==> config.mk <==
export PLATFORM = sky130hd
export DESIGN_NAME = graph_exp_seq_flat
export DESIGN_NICKNAME = d
export VERILOG_FILES = /design/src/rtl/graph_exp_seq_if.sv /design/src/rtl/graph_exp_seq.sv /design/src/flat_wrapper.sv
export SDC_FILE = /design/constraint.sdc
export NUM_CORES = 1
export LEC_CHECK = 0
export ABC_CLOCK_PERIOD_IN_PS = 8000
export BUFFER_PORTS_ARGS = -buffer_cell sky130_fd_sc_hd__buf_4
export CAP_MARGIN = 5
export CORE_UTILIZATION = 52
export CTS_CLUSTER_SIZE = 40
export DETAILED_ROUTE_END_ITERATION = 8
export PLACE_DENSITY = 0.7
export SYNTH_ARGS = -nofsm -noshare
export SYNTH_HDL_FRONTEND = slang
export SYNTH_SLANG_ARGS = --single-unit
==> constraint.sdc <==
create_clock -name clk -period 8 [get_ports clk]
set_input_delay 0.4 -clock clk [delete_from_list [all_inputs] [get_ports clk]]
set_output_delay 0.4 -clock clk [all_outputs]
set_load 0.02 [all_outputs]
==> src/rtl/graph_exp_seq_if.sv <==
`default_nettype none
// ============================================================================
// Module      : graph_exp_seq_if
// Description : Signal bundle for the graph exp sequencer: input element
//               stream, exp ROM lookup port, exp result stream, vector sum
//               and status flags.
// Revision    : 1.0 - initial release
// ============================================================================
interface graph_exp_seq_if #(
    parameter int SUM_W = 16
);
    logic             in_valid;
    logic             in_ready;
    logic [7:0]       in_data;
    logic             in_last;
    logic [7:0]       lut_addr;
    logic [7:0]       lut_data;
    logic             out_valid;
    logic             out_ready;
    logic [7:0]       out_data;
    logic             out_last;
    logic             sum_valid;
    logic [SUM_W-1:0] sum_data;
    logic             busy;
    logic             err_len;

    // Sequencer view
    modport slave (
        input  in_valid, in_data, in_last, lut_data, out_ready,
        output in_ready, lut_addr, out_valid, out_data, out_last,
               sum_valid, sum_data, busy, err_len
    );

    // Environment view (element source, exp ROM, result sink)
    modport master (
        output in_valid, in_data, in_last, lut_data, out_ready,
        input  in_ready, lut_addr, out_valid, out_data, out_last,
               sum_valid, sum_data, busy, err_len
    );
endinterface
`default_nettype wire

==> src/rtl/graph_exp_seq.sv <==
`default_nettype none
// ============================================================================
// Module      : graph_exp_seq
// Description : Numerically stable exp stage ahead of softmax. Buffers one
//               int8 vector, tracks its maximum, then looks up
//               exp(x - max) in a 1-cycle registered ROM per element,
//               streams the results and reports their sum.
// Revision    : 1.0 - initial release
// ============================================================================
module graph_exp_seq #(
    parameter int MAX_LEN = 64,
    parameter int SUM_W   = 16
) (
    input  logic           clk,
    input  logic           rst_n,
    graph_exp_seq_if.slave bus
);

    localparam int c_AW = (MAX_LEN > 1) ? $clog2(MAX_LEN) : 1;
    localparam int c_CW = $clog2(MAX_LEN + 1);

    typedef enum logic [2:0] {
        S_IDLE   = 3'd0,
        S_LOAD   = 3'd1,
        S_LOOKUP = 3'd2,
        S_WAIT   = 3'd3,
        S_EMIT   = 3'd4
    } state_t;

    state_t            r_state;
    state_t            w_state_nxt;

    logic signed [7:0] r_buf [MAX_LEN];
    logic signed [7:0] r_max;
    logic [c_CW-1:0]   r_cnt;
    logic [c_AW-1:0]   r_idx;
    logic [7:0]        r_lut_addr;
    logic [7:0]        r_out_data;
    logic              r_out_valid;
    logic              r_out_last;
    logic              r_sum_valid;
    logic [SUM_W-1:0]  r_sum;
    logic              r_err_len;

    logic              w_in_ready;
    logic              w_in_fire;
    logic              w_out_fire;
    logic              w_room;
    logic signed [7:0] w_elem;
    logic [8:0]        w_diff;
    logic [7:0]        w_addr;
    logic              w_is_last;

    assign w_in_ready = rst_n & ((r_state == S_IDLE) | (r_state == S_LOAD));
    assign w_in_fire  = bus.in_valid & w_in_ready;
    assign w_out_fire = r_out_valid & bus.out_ready & (r_state == S_EMIT);
    assign w_room     = (r_cnt < c_CW'(MAX_LEN));

    // Element minus max is always <= 0; anything below -128 saturates to 0x80
    assign w_elem    = r_buf[r_idx];
    assign w_diff    = {w_elem[7], w_elem} - {r_max[7], r_max};
    assign w_addr    = (w_diff[8] & ~w_diff[7]) ? 8'h80 : w_diff[7:0];
    assign w_is_last = (c_CW'(r_idx) == (r_cnt - 1'b1));

    // Address is live in LOOKUP so the ROM registers it that edge; held after
    assign bus.lut_addr  = (r_state == S_LOOKUP) ? w_addr : r_lut_addr;
    assign bus.in_ready  = w_in_ready;
    assign bus.out_valid = r_out_valid;
    assign bus.out_data  = r_out_data;
    assign bus.out_last  = r_out_last;
    assign bus.sum_valid = r_sum_valid;
    assign bus.sum_data  = r_sum;
    assign bus.busy      = (r_state != S_IDLE);
    assign bus.err_len   = r_err_len;

    // State register
    always_ff @(posedge clk or negedge rst_n) begin
        if (!rst_n) r_state <= S_IDLE;
        else        r_state <= w_state_nxt;
    end

    // Next-state decode
    always_comb begin
        w_state_nxt = r_state;
        case (r_state)
            S_IDLE:   if (w_in_fire) w_state_nxt = bus.in_last ? S_LOOKUP : S_LOAD;
            S_LOAD:   if (w_in_fire && bus.in_last) w_state_nxt = S_LOOKUP;
            S_LOOKUP: w_state_nxt = S_WAIT;
            S_WAIT:   w_state_nxt = S_EMIT;
            S_EMIT:   if (w_out_fire) w_state_nxt = r_out_last ? S_IDLE : S_LOOKUP;
            default:  w_state_nxt = S_IDLE;
        endcase
    end

    // Vector storage; contents are meaningless until written, so no reset
    always_ff @(posedge clk) begin
        if (w_in_fire && (r_state == S_IDLE))
            r_buf[0] <= $signed(bus.in_data);
        else if (w_in_fire && (r_state == S_LOAD) && w_room)
            r_buf[r_cnt[c_AW-1:0]] <= $signed(bus.in_data);
    end

    // Datapath: max/count tracking, ROM capture, output stream and sum
    always_ff @(posedge clk or negedge rst_n) begin
        if (!rst_n) begin
            r_max       <= '0;
            r_cnt       <= '0;
            r_idx       <= '0;
            r_lut_addr  <= '0;
            r_out_data  <= '0;
            r_out_valid <= 1'b0;
            r_out_last  <= 1'b0;
            r_sum_valid <= 1'b0;
            r_sum       <= '0;
            r_err_len   <= 1'b0;
        end else begin
            r_sum_valid <= 1'b0;
            case (r_state)
                S_IDLE: begin
                    if (w_in_fire) begin
                        r_max     <= $signed(bus.in_data);
                        r_cnt     <= c_CW'(1);
                        r_idx     <= '0;
                        r_sum     <= '0;
                        r_err_len <= 1'b0;
                    end
                end
                S_LOAD: begin
                    if (w_in_fire) begin
                        if (w_room) begin
                            if ($signed(bus.in_data) > r_max)
                                r_max <= $signed(bus.in_data);
                            r_cnt <= r_cnt + 1'b1;
                        end else begin
                            r_err_len <= 1'b1;
                        end
                        if (bus.in_last)
                            r_idx <= '0;
                    end
                end
                S_LOOKUP: r_lut_addr <= w_addr;
                S_WAIT: begin
                    r_out_data  <= bus.lut_data;
                    r_out_valid <= 1'b1;
                    r_out_last  <= w_is_last;
                    r_sum       <= r_sum + SUM_W'(bus.lut_data);
                end
                S_EMIT: begin
                    if (w_out_fire) begin
                        r_out_valid <= 1'b0;
                        r_out_last  <= 1'b0;
                        if (r_out_last) r_sum_valid <= 1'b1;
                        else            r_idx       <= r_idx + 1'b1;
                    end
                end
                default: ;
            endcase
        end
    end

endmodule
`default_nettype wire

==> src/flat_wrapper.sv <==
// flat-port wrapper written by rule: the top's interface ports become plain ports
module graph_exp_seq_flat 
#(
    parameter int MAX_LEN = 64,
    parameter int SUM_W   = 16
)
  (clk, rst_n, bus_in_valid, bus_in_data, bus_in_last, bus_lut_data, bus_out_ready, bus_in_ready, bus_lut_addr, bus_out_valid, bus_out_data, bus_out_last, bus_sum_valid, bus_sum_data, bus_busy, bus_err_len);
  graph_exp_seq_if #(.SUM_W(SUM_W)) bus_i ();
  input  logic clk;
  input  logic rst_n;
  input wire logic [$bits(bus_i.in_valid)-1:0] bus_in_valid;
  input wire logic [$bits(bus_i.in_data)-1:0] bus_in_data;
  input wire logic [$bits(bus_i.in_last)-1:0] bus_in_last;
  input wire logic [$bits(bus_i.lut_data)-1:0] bus_lut_data;
  input wire logic [$bits(bus_i.out_ready)-1:0] bus_out_ready;
  output wire logic [$bits(bus_i.in_ready)-1:0] bus_in_ready;
  output wire logic [$bits(bus_i.lut_addr)-1:0] bus_lut_addr;
  output wire logic [$bits(bus_i.out_valid)-1:0] bus_out_valid;
  output wire logic [$bits(bus_i.out_data)-1:0] bus_out_data;
  output wire logic [$bits(bus_i.out_last)-1:0] bus_out_last;
  output wire logic [$bits(bus_i.sum_valid)-1:0] bus_sum_valid;
  output wire logic [$bits(bus_i.sum_data)-1:0] bus_sum_data;
  output wire logic [$bits(bus_i.busy)-1:0] bus_busy;
  output wire logic [$bits(bus_i.err_len)-1:0] bus_err_len;
  assign bus_i.in_valid = bus_in_valid;
  assign bus_i.in_data = bus_in_data;
  assign bus_i.in_last = bus_in_last;
  assign bus_i.lut_data = bus_lut_data;
  assign bus_i.out_ready = bus_out_ready;
  assign bus_in_ready = bus_i.in_ready;
  assign bus_lut_addr = bus_i.lut_addr;
  assign bus_out_valid = bus_i.out_valid;
  assign bus_out_data = bus_i.out_data;
  assign bus_out_last = bus_i.out_last;
  assign bus_sum_valid = bus_i.sum_valid;
  assign bus_sum_data = bus_i.sum_data;
  assign bus_busy = bus_i.busy;
  assign bus_err_len = bus_i.err_len;
  graph_exp_seq #(.MAX_LEN(MAX_LEN), .SUM_W(SUM_W)) u_core (.clk(clk), .rst_n(rst_n), .bus(bus_i));
endmodule
* Word-level counts from Yosys, hierarchy flattened
Memories as Yosys holds them, arrays and structs flattened. Index checks and enable logic that the tools add are counted.
Word-level totals: register bits 60, bits in writable memories 512, input bits 21, word-level logic and storage cells 101, memories 1
Operators by class: add/sub/neg operators 5, magnitude comparators 2, equality and inequality tests 14, multiplexer cells 43, bitwise gates (word level) 7, reductions and logical operators 18
Memories:
- u_core.r_buf | depth 64, bits a word 8, read ports 1, clocked after Yosys merged registers in 0, wr ports 1, RTL line graph_exp_seq.sv:33 | logic signed [7:0] r_buf [MAX_LEN];
Operator list (number):
- $mux 8 | 7
- $mux 6 | 6
- $pmux 16 s2 | 1
- $mux 7 | 3
- $pmux 6 s3 | 1
- $add 16x8->16 | 1
- $mux 16 | 1
- $pmux 8 s2 | 1
- $pmux 3 s5 | 1
- $pmux 7 s2 | 1
- $mux 1 | 13
- $ne 2x2->1 const B | 5
- $mux 3 | 3
- $sub 8x8->9 | 1
- $gt 8x8->1 | 1
- $ne 2x1->1 const B | 4
- $reduce_and 4->1 | 2
- $reduce_or 8->1 | 1
- $add 7x1->7 const B | 1
- $eq 6x7->1 | 1
- $lt 7x7->1 const B | 1
- $sub 7x1->7 const B | 1
- $add 6x1->6 const B | 1
- $eq 3x2->1 const B | 2
- 15 further kinds | 29

* Depth between registers and ports, before layout
Gate-level depths: netlist of the first run.
depth after elaboration 11, gate-level depth with buffers 19

* Worst setup path before layout of the first run
OpenSTA, ideal clock, no wires.
path type register to output, from register u_core.r_idx[0], to output bus_lut_addr[7], arrival 3848 ps, setup slack 3752 ps, cell stages (with the launch flop) 18, path buffers 3, cells stage by stage dfrtp_1 -> buf_6 -> buf_12 -> buf_8 -> mux4_2 -> a22o_1 -> a211oi_1 -> a21oi_1 -> a21oi_1 -> ha_1 -> inv_1 -> fa_1 -> a211oi_1 -> nor2_1 -> o21a_1 -> a211oi_1 -> o21ai_0 -> o21ai_0
Between the ends: longest elaborated chain between the ends 6
Ends and longest elaborated chain:
- from (decl) | RTL line graph_exp_seq.sv:36 | logic [c_AW-1:0] r_idx;
- from (signal assigned) | RTL line graph_exp_seq.sv:153 | else r_idx <= r_idx + 1'b1;
- $mem_v2 64x8 (*)
- $sub 8x8->9 (*) | RTL line graph_exp_seq.sv:61 | assign w_diff = {w_elem[7], w_elem} - {r_max[7], r_max};
- $not 1->1 | RTL line graph_exp_seq.sv:62 | assign w_addr = (w_diff[8] & ~w_diff[7]) ? 8'h80 : w_diff[7:0];
- $and 1x1->1 | RTL line graph_exp_seq.sv:62
- $mux 8 (*) | RTL line graph_exp_seq.sv:62
- $mux 8 (*) | RTL line graph_exp_seq.sv:66 | assign bus.lut_addr = (r_state == S_LOOKUP) ? w_addr : r_lut_addr;
- to (decl) | RTL line flat_wrapper.sv:17 | output wire logic [$bits(bus_i.lut_addr)-1:0] bus_lut_addr;
Mark *: on every way between the ends. The rest lies on a longest branch, timed or not.

* Worst setup path in the final report of the first run
from register u_core.r_idx[0], to output bus_lut_addr[3]
Same word-level chain as after synthesis.

==> key figures, run 1 <==
Setup path
  – CP Launch Type: register
  – Critical Path End Type: primary output
  – Required time of the worst setup path: 7600 ps
  – Worst-path maximum fanout: 44
  – Data arrival time at the worst-slack endpoint: 6000 ps
  – Kind of critical path: register to primary output

Finish
  – Layout overhead on the synthesized area: 11.5%
  – Combined area of the multi-input logic cells: 6240 um2
  – Register area: 16900 um2
  – Nets@finish: 1462
  – Share of cells above drive strength 1: 0.210
  – Final-layout fill cell count: 3279
  – Final standard cell count with taps included and fillers excluded: 2050
  – Number of antenna diodes: 0

Placement
  – Number of port buffers: 58
  – HPWL after detailed placement: 34200 um
  – Number of placed cells counting well taps: approximately 1900
  – RePlAce Congestion: 1.03

Logic synthesis
  – Synthesized netlist net count: approximately 1400
  – Share of the yosys chip area belonging to registers: 0.714
  – Synth Area in Compound Gates: 0.0539
  – Cell type with the largest total area after synthesis: sky130_fd_sc_hd__edfxtp_1
  – Post-synthesis share of cell area spent on and, or, nand and nor gates: 0.0505
  – Mean instance size in the synthesized netlist: between 15 and 20 um2
  – Number of instances in the synthesized netlist: 1343
  – Fraction of registers with async set/reset: 0.105
  – Synth cell types: 67
  – Commonest register cell after synthesis: sky130_fd_sc_hd__edfxtp_1
  – Main combinational cell family by area after synthesis: multiplexers
  – Top cells by area in the synthesized netlist: sky130_fd_sc_hd__edfxtp_1, sky130_fd_sc_hd__mux4_2, sky130_fd_sc_hd__dfrtp_1
  – Fraction of the mapped netlist area in adder cells: 0.0160
  – Area fraction of the dominant cell type after synthesis: 0.651
  – Post-synthesis xor/xnor area fraction: 0.00742
  – Share of cell area taken by muxes after synthesis: 0.136
  – Ys Warns: 0
  – Number of enable flip-flop cells after synthesis: 512
  – Post-synthesis sequential element count: 572
  – Synthesized cell area: 23600 um2

Drt
  – Post-route DRC: 0
  – DRC marker count from the first detailed-route iteration: 1385
  – Wire length per cell after detailed routing: 27.0 um
  – Count of vias placed by the detailed router: ~13000
  – Router iterations before antenna repair: 6
  – Number of nets with antenna violations after routing: 0
  – Vias per inst: 6.27
  – Aggregate routed wire length: 55400 um

Timing
  – Unrepaired setup endpoints after global routing: no
  – Transition time at the pin with the least slew margin: 1290 ps
  – Number of setup violations in the final report: 0
  – Rel. slew slack: 0.137
  – Total negative setup slack: 0 ps
  – Peak Freq: around 160 MHz
  – Final count of hold timing violations: 0
  – Final Critical Period: 6400 ps
  – Final clock skew: roughly 23 ps
  – Share of the clock period used by the worst path: 0.800
  – Max-slew violation total from the final report: 0

Min path
  – Worst min path class: input pin to register

Floorplan
  – DIE WIDTH: 215 um
  – Total core area: 44500 um2
  – Initial standard-cell utilization of the core: 0.531
  – IO Count: 59
  – Num rows: 77
  – Total die area: roughly 46000 um2
  – Die outline height: 215 um

GRT
  – Antenna violations before repair: 0
  – Total grt overflow: 0
  – Largest net degree at the start of global routing: 67
  – Vias in the first global route: 12700
  – Global-route wire length before repair: 83400 um
  – All-layer global routing usage: 0.245

Clock tree
  – Clock sink count: 572
  – Clock transition time at the flip-flop clock pins of the worst setup and hold paths: 60 ps
  – Num CTS Buffers: 55
  – Quantity of gates resized following cts: 0
  – Clock root buffer master: sky130_fd_sc_hd__clkbuf_16
  – Number of H-tree branching levels: 2
  – Buffers from clock root to sink, at most: 3
  – Clock latency on the worst-skew pair: 620 ps
  – TritonCTS clock tree: built

Status
  – Result of the run: completed

Power
  – Power Dens Cells: roughly 300 nW/um2
  – Largest voltage drop on the vdd net: approximately 0.25 mV
  – Total leakage power: 8.55 nW

Flow run
  – Number of violations of the max-capacitance limit: 0
-- power breakdown --
| group | internal (mW) | leakage [nW] | switching, mW | total [mW] |
|---|---|---|---|---|
| logic | 0.846 | 2.33 | 1.01 | 1.86 |
| clock network | 1.39 | 0.846 | 1.11 | 2.50 |
| registers | 3.37 | 5.37 | 0.166 | 3.54 |
| total | 5.61 | 8.55 | 2.28 | 7.90 |
-- registers in the layout (all words and copies together) (netlist names) --
| signal | cells |
|---|---|
| u_core.bus.out_data | 8 |
| u_core.bus.sum_valid | 1 |
| u_core.r_max | 8 |
| u_core.bus.err_len | 1 |
| u_core.r_buf | 512 |
| u_core.r_cnt | 7 |
| u_core.r_lut_addr | 8 |
| u_core.bus.sum_data | 16 |
| u_core.bus.out_last | 1 |
| u_core.r_state | 3 |
| u_core.bus.out_valid | 1 |
| u_core.r_idx | 6 |
-- cell type report --
cell class	instances	area share
clock buffer	71	0.0572
clock inverter	32	0.00865
inverter	22	0.00314
multi-input combinational	678	0.237
sequential	572	0.641
tap	592	0.0281
timing repair buffer	83	0.0248
-- cell families after synthesis --
| group | count (synthesis) |
|---|---|
| flip-flops | 572 |
| multiplexers | 194 |
| XOR/XNOR | 20 |
| AO/OA/AOI/OAI | 182 |
| adder cells (fa/ha/maj) | 29 |
| buffers and inverters | 93 |
| AND/OR/NAND/NOR | 253 |
-- placed cells by master, fill, tap and decap left out, types with 9 or more instances in the layout --
cell type | netlist | routed
sky130_fd_sc_hd__xor2_1 | 12 | 12
sky130_fd_sc_hd__clkbuf_1 | 28 | 10
sky130_fd_sc_hd__ha_1 | 27 | 27
sky130_fd_sc_hd__mux4_2 | 100 | 100
sky130_fd_sc_hd__mux2i_1 | 77 | 77
sky130_fd_sc_hd__clkbuf_16 | 0 | 56
sky130_fd_sc_hd__clkinv_2 | 0 | 11
sky130_fd_sc_hd__a211o_1 | 9 | 9
sky130_fd_sc_hd__buf_4 | 6 | 75
sky130_fd_sc_hd__o22ai_1 | 30 | 30
sky130_fd_sc_hd__clkinv_1 | 0 | 10
sky130_fd_sc_hd__nand2_1 | 67 | 67
sky130_fd_sc_hd__a22oi_1 | 10 | 10
sky130_fd_sc_hd__nor2_1 | 87 | 87
sky130_fd_sc_hd__a21oi_1 | 22 | 22
sky130_fd_sc_hd__nor3_1 | 11 | 11
sky130_fd_sc_hd__a211oi_1 | 16 | 16
sky130_fd_sc_hd__mux2_2 | 17 | 17
sky130_fd_sc_hd__o21ai_0 | 31 | 31
sky130_fd_sc_hd__a22o_1 | 9 | 9
sky130_fd_sc_hd__dfrtp_1 | 60 | 58
sky130_fd_sc_hd__edfxtp_1 | 512 | 512
sky130_fd_sc_hd__nand3_1 | 23 | 23
sky130_fd_sc_hd__inv_1 | 22 | 22
-- path summary, 6_finish.rpt --
kind / startpoint / end / slack, ps / cells after the start
max in group asynchronous: rst_n / u_core.r_idx[0] / 6920 / 2
worst max-delay path: u_core.r_idx[0] / bus_lut_addr[3] / 1600 / 15
worst min register to register: u_core.bus.out_data[6] / u_core.bus.out_data[6] / 480 / 2
min in group asynchronous: rst_n / u_core.bus.sum_data[14] / 450 / 2
worst min-delay path: bus_lut_data[1] / u_core.bus.out_data[1] / 40 / 3
worst max register to register: u_core.r_idx[0] / u_core.r_lut_addr[3] / 2690 / 14
-- layer usage --
layer | wire length [um] | track usage | vias up | part of all wire
li1 | - | - | 5511 | -
met1 | 22700 | 0.352 | 6556 | 0.41
met2 | 25900 | 0.375 | 639 | 0.47
met3 | 4910 | 0.0502 | 145 | 0.088
met4 | 1980 | 0.0884 | 0 | 0.036
met5 | 0 | 0 | - | 0
-- synthesized netlist by cell type, types with 3 or more instances --
cell                        count
sky130_fd_sc_hd__a2111oi_2      3
sky130_fd_sc_hd__a211o_1        9
sky130_fd_sc_hd__a211oi_1      16
sky130_fd_sc_hd__a21o_1         4
sky130_fd_sc_hd__a21oi_1       22
sky130_fd_sc_hd__a221oi_1       4
sky130_fd_sc_hd__a22o_1         9
sky130_fd_sc_hd__a22oi_1       10
sky130_fd_sc_hd__a31oi_1        8
sky130_fd_sc_hd__and2_1         3
sky130_fd_sc_hd__and3_1         4
sky130_fd_sc_hd__buf_1          4
sky130_fd_sc_hd__buf_2         19
sky130_fd_sc_hd__buf_4          6
sky130_fd_sc_hd__buf_6         12
sky130_fd_sc_hd__clkbuf_1      28
sky130_fd_sc_hd__dfrtp_1       60
sky130_fd_sc_hd__edfxtp_1     512
sky130_fd_sc_hd__ha_1          27
sky130_fd_sc_hd__inv_1         22
sky130_fd_sc_hd__mux2_2        17
sky130_fd_sc_hd__mux2i_1       77
sky130_fd_sc_hd__mux4_2       100
sky130_fd_sc_hd__nand2_1       67
sky130_fd_sc_hd__nand2b_1       6
sky130_fd_sc_hd__nand3_1       23
sky130_fd_sc_hd__nand3b_1       4
sky130_fd_sc_hd__nand4_1        7
sky130_fd_sc_hd__nor2_1        87
sky130_fd_sc_hd__nor2_2         7
sky130_fd_sc_hd__nor2b_1        8
sky130_fd_sc_hd__nor3_1        11
sky130_fd_sc_hd__o211ai_1       4
sky130_fd_sc_hd__o21a_1         4
sky130_fd_sc_hd__o21ai_0       31
sky130_fd_sc_hd__o22ai_1       30
sky130_fd_sc_hd__o31ai_1        6
sky130_fd_sc_hd__or2_2          7
sky130_fd_sc_hd__or3_1          7
sky130_fd_sc_hd__or4_1          4
sky130_fd_sc_hd__xnor2_1        8
sky130_fd_sc_hd__xor2_1        12
-- what timing repair did --
item / CTS / global route
buffers inserted: 0 / 0
hold endpoints to repair: 66 / 0
hold buffers: 7 / 0
endpoints found under the setup margin: 0 / 0
-- worst max-delay path: stages (launching register included) --
cell and delay (ps):
sky130_fd_sc_hd__dfrtp_4 990, sky130_fd_sc_hd__buf_4 510, sky130_fd_sc_hd__buf_4 380, sky130_fd_sc_hd__mux4_2 540, sky130_fd_sc_hd__mux2i_1 150, sky130_fd_sc_hd__nor2_1 60
sky130_fd_sc_hd__a2111oi_0 480, sky130_fd_sc_hd__nor3_1 190, sky130_fd_sc_hd__ha_1 410, sky130_fd_sc_hd__a21o_1 190, sky130_fd_sc_hd__o32ai_1 90, sky130_fd_sc_hd__a21oi_1 250
sky130_fd_sc_hd__o311ai_0 150, sky130_fd_sc_hd__a31oi_1 470, sky130_fd_sc_hd__a32o_1 290, sky130_fd_sc_hd__buf_4 150
-- through the flow --
step                      utilization  hold slack [ps]  worst slack [ps]  cell area [um2]  power (mW)
after floorplan                     -              104              3750            23600        4.96
after detailed placement        0.551              465              2180            24500        5.44
after CTS                       0.592             17.0              1530            26300        7.93
final                           0.592             41.5              1600            26300        7.90
after global routing            0.592             20.2              1100            26300        8.21
after global placement          0.551              460              2380            24500        5.41
No activity file was read; power rests on OpenSTA's default activity.
==> run 2: changes to the inputs <==
ABC_CLOCK_PERIOD_IN_PS = 6300   (was 8000)
clock period = 6.3 ns   (was 8 ns; I/O delays follow)
==> run 2 against run 1 <==
Critical path depth is 3 lower. Setup slack worse by 1300 ps. Clock-buffer cell count decreased by 3. Cell count up 0.20%. Sequential cell count did not move. Cell area barely moved. Non-clock buffer count increased by 13. Worst hold slack got worse by 7.5 ps.
==> key figures, run 2 (synthesis results as in run 1) <==
Status
  – Result of the run: completed

Timing
  – Final Worst Setup Slack: approximately 300 ps
  – Unrepaired setup endpoints after global routing: no
  – Share of the clock period used by the worst path: 0.953
  – Final count of hold timing violations: 0
  – Final Critical Period: about 6000 ps
  – Total negative setup slack: 0 ps
  – Max-slew violation total from the final report: 0
  – Number of setup violations in the final report: 0
  – Peak Freq: around 170 MHz
  – Rel. slew slack: 0.347
  – Transition time at the pin with the least slew margin: 976 ps
  – Final clock skew: 18.6 ps

Drt
  – DRC marker count from the first detailed-route iteration: 1505
  – Post-route DRC: 0
  – Number of nets with antenna violations after routing: 0
  – Router iterations before antenna repair: 6
  – Met3 WL: 4580 um
  – Count of vias placed by the detailed router: 12900
  – Wire length per cell after detailed routing: 26.9 um
  – Top routing layer in use: met4
  – Length of routed met2 wiring: 25800 um
  – M1 WL: 23000 um
  – Vias per inst: between 6 and 7
  – Aggregate routed wire length: 55300 um

Power
  – Power Dens Cells: 377 nW/um2
  – Total leakage power: 8.55 nW
  – Largest voltage drop on the vdd net: 0.389 mV

Clock tree
  – TritonCTS clock tree: built
  – Num CTS Buffers: 55
  – Clock latency on the worst-skew pair: between 600 and 700 ps
  – Clock transition time at the flip-flop clock pins of the worst setup and hold paths: approximately 60 ps
  – Clock root buffer master: sky130_fd_sc_hd__clkbuf_16
  – Number of H-tree branching levels: 2
  – Clock sink count: 572
  – Quantity of gates resized following cts: 0
  – Buffers from clock root to sink, at most: 3

Setup path
  – Crit-path max cell delay: a little under 1000 ps
  – Kind of critical path: register to primary output
  – Critical-path top delay cell: sky130_fd_sc_hd__dfrtp_1
  – CP Cell Sequence: nand3_1 > o22ai_1 > a2111oi_2 > nor3_1 > ha_1 > nor2b_1 > o31ai_1 > a21oi_1 > o311ai_0 > a31oi_1 > a32o_1 > buf_4
  – Required time of the worst setup path: about 6000 ps
  – Register-to-Register Setup Slack: 1260 ps
  – End of the worst register-to-register path: u_core.r_lut_addr[3]
  – CP Launch Type: register
  – Worst-path maximum fanout: 19
  – Data arrival time at the worst-slack endpoint: 5690 ps
  – Worst R2R Path Depth: 11
  – Reg-to-reg critical path startpoint: u_core.r_idx[2]
  – Critical Path End Type: primary output

GRT
  – Largest net degree at the start of global routing: 67
  – Vias in the first global route: 12600
  – Total grt overflow: 0
  – Global-route wire length before repair: 82200 um
  – Antenna violations before repair: 0
  – All-layer global routing usage: 0.243

Finish
  – Number of antenna diodes: 0
  – Flip-flop count of the largest register, all copies and words added: 512
  – Register area: 16900 um2
  – Commonest cells after routing, fill and taps aside: sky130_fd_sc_hd__edfxtp_1, sky130_fd_sc_hd__mux4_2, sky130_fd_sc_hd__nor2_1, sky130_fd_sc_hd__buf_4, sky130_fd_sc_hd__mux2i_1
  – Share of cells above drive strength 1: 0.207
  – Combined area of the multi-input logic cells: 6240 um2
  – Commonest non-fill, non-tap cell in the layout: sky130_fd_sc_hd__edfxtp_1
  – Final-layout fill cell count: between 3000 and 4000
  – Nets@finish: 1475
  – Top register by number of flip-flops: u_core.r_buf
  – Final core utilization: 0.591
  – Layout overhead on the synthesized area: 11.4%

Floorplan
  – Num rows: just under 80
  – Total core area: approximately 45000 um2
  – Total die area: between 40000 and 50000 um2
  – Die outline height: 215 um
  – DIE WIDTH: roughly 220 um
  – Initial standard-cell utilization of the core: 0.531
  – IO Count: 59

Flow run
  – Number of violations of the max-capacitance limit: 0

Min path
  – Sink of the worst hold path: u_core.bus.err_len
  – Worst min-delay path startpoint: bus_in_valid
  – Worst Hold Path Cells: 3
  – Worst min path class: input pin to register

Placement
  – RePlAce Congestion: 0.911
  – Number of port buffers: 58
  – HPWL after detailed placement: 34700 um
  – Place WS: 1110 ps
==> run 2: changes by cell type in the layout (fill, tap and decap cells not counted), moves of 2 or more <==
cell / change
sky130_fd_sc_hd__clkbuf_1: +3
sky130_fd_sc_hd__dlygate4sd3_1: +3
sky130_fd_sc_hd__clkinvlp_4: -4
sky130_fd_sc_hd__clkbuf_8: -5
sky130_fd_sc_hd__inv_4: -2
sky130_fd_sc_hd__buf_12: +2
sky130_fd_sc_hd__buf_4: +8
==> run 2: cell type report <==
class / count / area share
Timing Repair Buffer: 96 / 0.0298
Multi-Input combinational cell: 678 / 0.237
Tap cell: 592 / 0.0281
Clock buffer: 68 / 0.0542
Clock inverter: 26 / 0.00623
Inverter: 22 / 0.00314
Sequential cell: 572 / 0.642
==> run 2: metal layers <==
metal  GRT usage  up-vias
met5           0        -
met4      0.0901        0
met3      0.0357      101
met2       0.370      603
met1       0.359     6645
li1            -     5532
==> run 2: how the worst max path moves through the flow <==
stage,from,endpoint
after floorplan,u_core.r_idx[0],bus_lut_addr[7]
after detailed placement,u_core.r_idx[0],bus_lut_addr[3]
after global routing,u_core.r_idx[0],bus_lut_addr[3]
final,u_core.r_idx[2],bus_lut_addr[3]
after CTS,u_core.r_idx[0],bus_lut_addr[3]
after global placement,u_core.r_idx[0],bus_lut_addr[3]
==> run 2: worst max-delay path, delay by kind of cell (launching register included) <==
kind | cells | cell delay, ps
and+or+nand+nor | 3 | 1520
adders and majority gates | 1 | 350
DFF | 1 | 980
buffers and inverters | 1 | 160
AOI/OAI and AO/OA | 7 | 2050
==> run 2: power by group <==
part | leakage, nW | internal, mW | switching, mW | total (mW)
registers | 5.37 | 4.28 | 0.189 | 4.47
clock network | 0.784 | 1.64 | 1.38 | 3.01
logic | 2.40 | 1.10 | 1.33 | 2.43
==> run 2: timing repair <==
item,in CTS,in global routing
buffers inserted,0,0
endpoints found under the hold margin,70,0
hold buffers,10,0
==> run 2: stage by stage <==
| step | hold WS (ps) | instances | power [mW] | cell area [um2] |
|---|---|---|---|---|
| finish | 33.9 | 2054 | 9.91 | 26300 |
| global route | 46.3 | 2054 | 10.3 | 26300 |
| CTS | 13.8 | 2054 | 9.97 | 26300 |
| detailed placement | 464 | 1950 | 6.97 | 24600 |
| global placement | 463 | 1950 | 6.93 | 24600 |
| floorplan | 19.4 | 1343 | 6.30 | 23600 |
==> run 3: changes to the inputs <==
ABC_CLOCK_PERIOD_IN_PS = 5600   (was 6300)
clock period = 5.6 ns   (was 6.3 ns; I/O delays follow)
==> run 3 against run 2 <==
First-iteration DRC count fell by 2.1%. Worst hold slack improved by 30 ps. Cell area rose by 1.3%. Cell count rose by 0.97%. Total power rose by 16%. Clock-buffer cell count rose by 4. Critical endpoint unchanged. Routed wire length rose by 0.55%. Die area did not move. Utilization rose by 0.75 points. Sequential power rose by 11%. Setup slack got worse by 140 ps. Sequential share of layout area fell by 0.80 points.
==> key figures, run 3 (synthesis results as in run 1) <==
Finish
  – Final core utilization: 0.599
  – Combined area of the multi-input logic cells: around 6300 um2
  – Nets@finish: ~1500
  – Final-layout fill cell count: 3287
  – Commonest cells after routing, fill and taps aside: sky130_fd_sc_hd__edfxtp_1, sky130_fd_sc_hd__mux4_2, sky130_fd_sc_hd__buf_4, sky130_fd_sc_hd__nor2_1, sky130_fd_sc_hd__mux2i_1
  – Register area: 16900 um2
  – Layout overhead on the synthesized area: 12.8%
  – Commonest non-fill, non-tap cell in the layout: sky130_fd_sc_hd__edfxtp_1
  – Share of cells above drive strength 1: 0.218
  – Top register by number of flip-flops: u_core.r_buf
  – Flip-flop count of the largest register, all copies and words added: 512

Power
  – Sequential power share: 0.433
  – Largest voltage drop on the vdd net: 0.337 mV
  – Psw: 3.32 mW
  – Fraction of power consumed by the clock network: 0.314
  – Total leakage power: 8.70 nW
  – Power Dens Cells: 431 nW/um2
  – Pint: about 8 mW
  – Switching power share of the total: 0.289
  – Comb power frac: 0.252

Drt
  – DRC marker count from the first detailed-route iteration: 1473
  – Wire length per cell after detailed routing: 26.8 um
  – Router iterations before antenna repair: 6
  – Count of vias placed by the detailed router: about 13000
  – Post-route DRC: 0
  – Aggregate routed wire length: 55600 um
  – Number of nets with antenna violations after routing: 0
  – Vias per inst: 6.20

Setup path
  – Worst R2R Path Depth: 15
  – Bufs and invs on worst path: 3
  – Reg-to-reg critical path startpoint: u_core.r_idx[1]
  – CP Launch Type: register
  – Worst-path maximum fanout: 38
  – CP Cell Sequence: buf_12 > mux4_2 > a22o_1 > a211oi_1 > a21oi_1 > a21oi_1 > ha_1 > inv_1 > fa_1 > a211oi_1 > nor2_1 > o21a_1 > a211oi_1 > a31oi_2 > a32o_1 > buf_4
  – Critical-path top delay cell: sky130_fd_sc_hd__dfrtp_4
  – Critical path launch point: u_core.r_idx[1]
  – Delay-heaviest family, CP: compound AO/OA/AOI/OAI gates
  – Data arrival time at the worst-slack endpoint: 5160 ps
  – End of the worst register-to-register path: u_core.r_lut_addr[3]
  – Register-to-Register Setup Slack: 1080 ps
  – Endpoint of the worst setup timing path: bus_lut_addr[3]
  – Required time of the worst setup path: roughly 5300 ps
  – Crit-path max cell delay: 680 ps
  – Kind of critical path: register to primary output
  – Worst path depth: 16
  – Critical Path End Type: primary output
  – Cell type with the highest occurrence count on the critical path: sky130_fd_sc_hd__a211oi_1

Floorplan
  – Die outline height: 215 um
  – Total core area: 44500 um2
  – Num rows: 77
  – Initial standard-cell utilization of the core: 0.531
  – DIE WIDTH: 215 um
  – IO Count: 59
  – Total die area: 46300 um2

Status
  – Result of the run: completed

Timing
  – Number of setup violations in the final report: 0
  – Share of the clock period used by the worst path: 0.972
  – Peak Freq: roughly 180 MHz
  – Transition time at the pin with the least slew margin: 1060 ps
  – Rel. slew slack: 0.293
  – Final Critical Period: 5440 ps
  – Final count of hold timing violations: 0
  – Max-slew violation total from the final report: 0
  – Final Hold Slack: approximately 64 ps
  – Final clock skew: 13.8 ps

Clock tree
  – Num CTS Buffers: between 50 and 60
  – TritonCTS clock tree: built
  – Number of H-tree branching levels: 2
  – Clock sink count: around 570
  – Clock root buffer master: sky130_fd_sc_hd__clkbuf_16
  – Buffers from clock root to sink, at most: 3
  – Clock transition time at the flip-flop clock pins of the worst setup and hold paths: roughly 60 ps
  – Clock latency on the worst-skew pair: slightly above 600 ps

GRT
  – Total grt overflow: 0
  – Antenna violations before repair: 0
  – All-layer global routing usage: 0.246
  – Largest net degree at the start of global routing: 67
  – Vias in the first global route: 13000
  – Global-route wire length before repair: 83700 um

Flow run
  – Number of violations of the max-capacitance limit: 0

Placement
  – HPWL after detailed placement: 35000 um
  – RePlAce Congestion: just under 0.9
  – Number of port buffers: 58

Min path
  – Worst min path class: input pin to register
-- run 3: cell count changes in the layout (fill, tap and decap cells not counted), sizes merged --
| cell | previous run | this run |
|---|---|---|
| clkbuf | 68 | 72 |
| clkinvlp | 1 | 2 |
| dlygate4sd3 | 10 | 12 |
| clkinv | 22 | 23 |
| diode | 0 | 1 |
| buf | 86 | 96 |
| bufinv | 1 | 2 |
-- run 3: final cells by class --
type / count / area share
Tap cell: 592 / 0.0278
Antenna cell: 1 / 0.0000939
Multi-Input combinational cell: 678 / 0.235
Timing Repair Buffer: 108 / 0.0350
Sequential cell: 572 / 0.634
Clock buffer: 72 / 0.0584
Clock inverter: 29 / 0.00737
Inverter: 22 / 0.00310
-- run 3: per-stage QoR --
| step | TNS, ps | std cells | setup WS [ps] | power [mW] | cell area, um2 |
|---|---|---|---|---|---|
| 2_1_floorplan | 0 | 1343 | 1470 | 7.08 | 23600 |
| 3_3_place_gp | 0 | 1954 | 434 | 7.80 | 24700 |
| 3_5_place_dp | 0 | 1954 | 338 | 7.86 | 24700 |
| 4_1_cts | 0 | 2070 | 93.2 | 11.5 | 26600 |
| 5_1_grt | -15.9 | 2073 | -15.9 | 11.9 | 26600 |
| 6_report | 0 | 2074 | 156 | 11.5 | 26600 |
-- run 3: worst min path at each step --
stage	start	end	slack, ps	depth (start not counted)
final	bus_in_data[6]	u_core.r_buf[6][6]	60	1
after global routing	bus_in_data[1]	u_core.r_max[1]	50	2
after CTS	bus_in_data[6]	u_core.r_buf[6][6]	40	1
after detailed placement	u_core.bus.out_data[5]	u_core.bus.out_data[5]	460	2
after global placement	u_core.bus.out_data[1]	u_core.bus.out_data[1]	460	2
after floorplan	rst_n	u_core.bus.err_len	-20	0
-- run 3: worst reg2reg max path, stage by stage, from the launching register on --
cell and delay [ps]:
sky130_fd_sc_hd__dfrtp_4 680, sky130_fd_sc_hd__buf_12 310, sky130_fd_sc_hd__mux4_2 370, sky130_fd_sc_hd__a22o_1 280, sky130_fd_sc_hd__a211oi_1 300, sky130_fd_sc_hd__a21oi_1 120, sky130_fd_sc_hd__a21oi_1 220, sky130_fd_sc_hd__ha_1 200
sky130_fd_sc_hd__inv_1 60, sky130_fd_sc_hd__fa_1 450, sky130_fd_sc_hd__a211oi_1 260, sky130_fd_sc_hd__nor2_1 100, sky130_fd_sc_hd__o21a_1 190, sky130_fd_sc_hd__a211oi_1 350, sky130_fd_sc_hd__a31oi_2 220, sky130_fd_sc_hd__a32o_1 310
-- run 3: power groups by stage --
stage                     Sequential (mW)  Clock [mW]  Combinational (mW)
after CTS                            4.99        3.65                2.84
after detailed placement             5.10           0                2.76
after floorplan                      5.05           0                2.03
final                                4.97        3.61                2.89
after global routing                 5.00        3.81                3.12
after global placement               5.09           0                2.71
-- run 3: routing by layer --
layer,part of all wire,GRT usage,vias to the layer above
li1,-,-,5563
met3,0.076,0.0379,115
met4,0.035,0.0929,0
met5,0,0,-
met1,0.42,0.356,6615
met2,0.47,0.380,572
-- run 3: what timing repair did --
action | 4_1_cts | 5_1_grt
endpoints found under the setup margin | 8 | 8
pin swaps | 0 | 0
gates resized for setup | 3 | 5
buffers inserted | 3 | 3
hold buffers | 12 | 0
hold endpoints to repair | 74 | 0
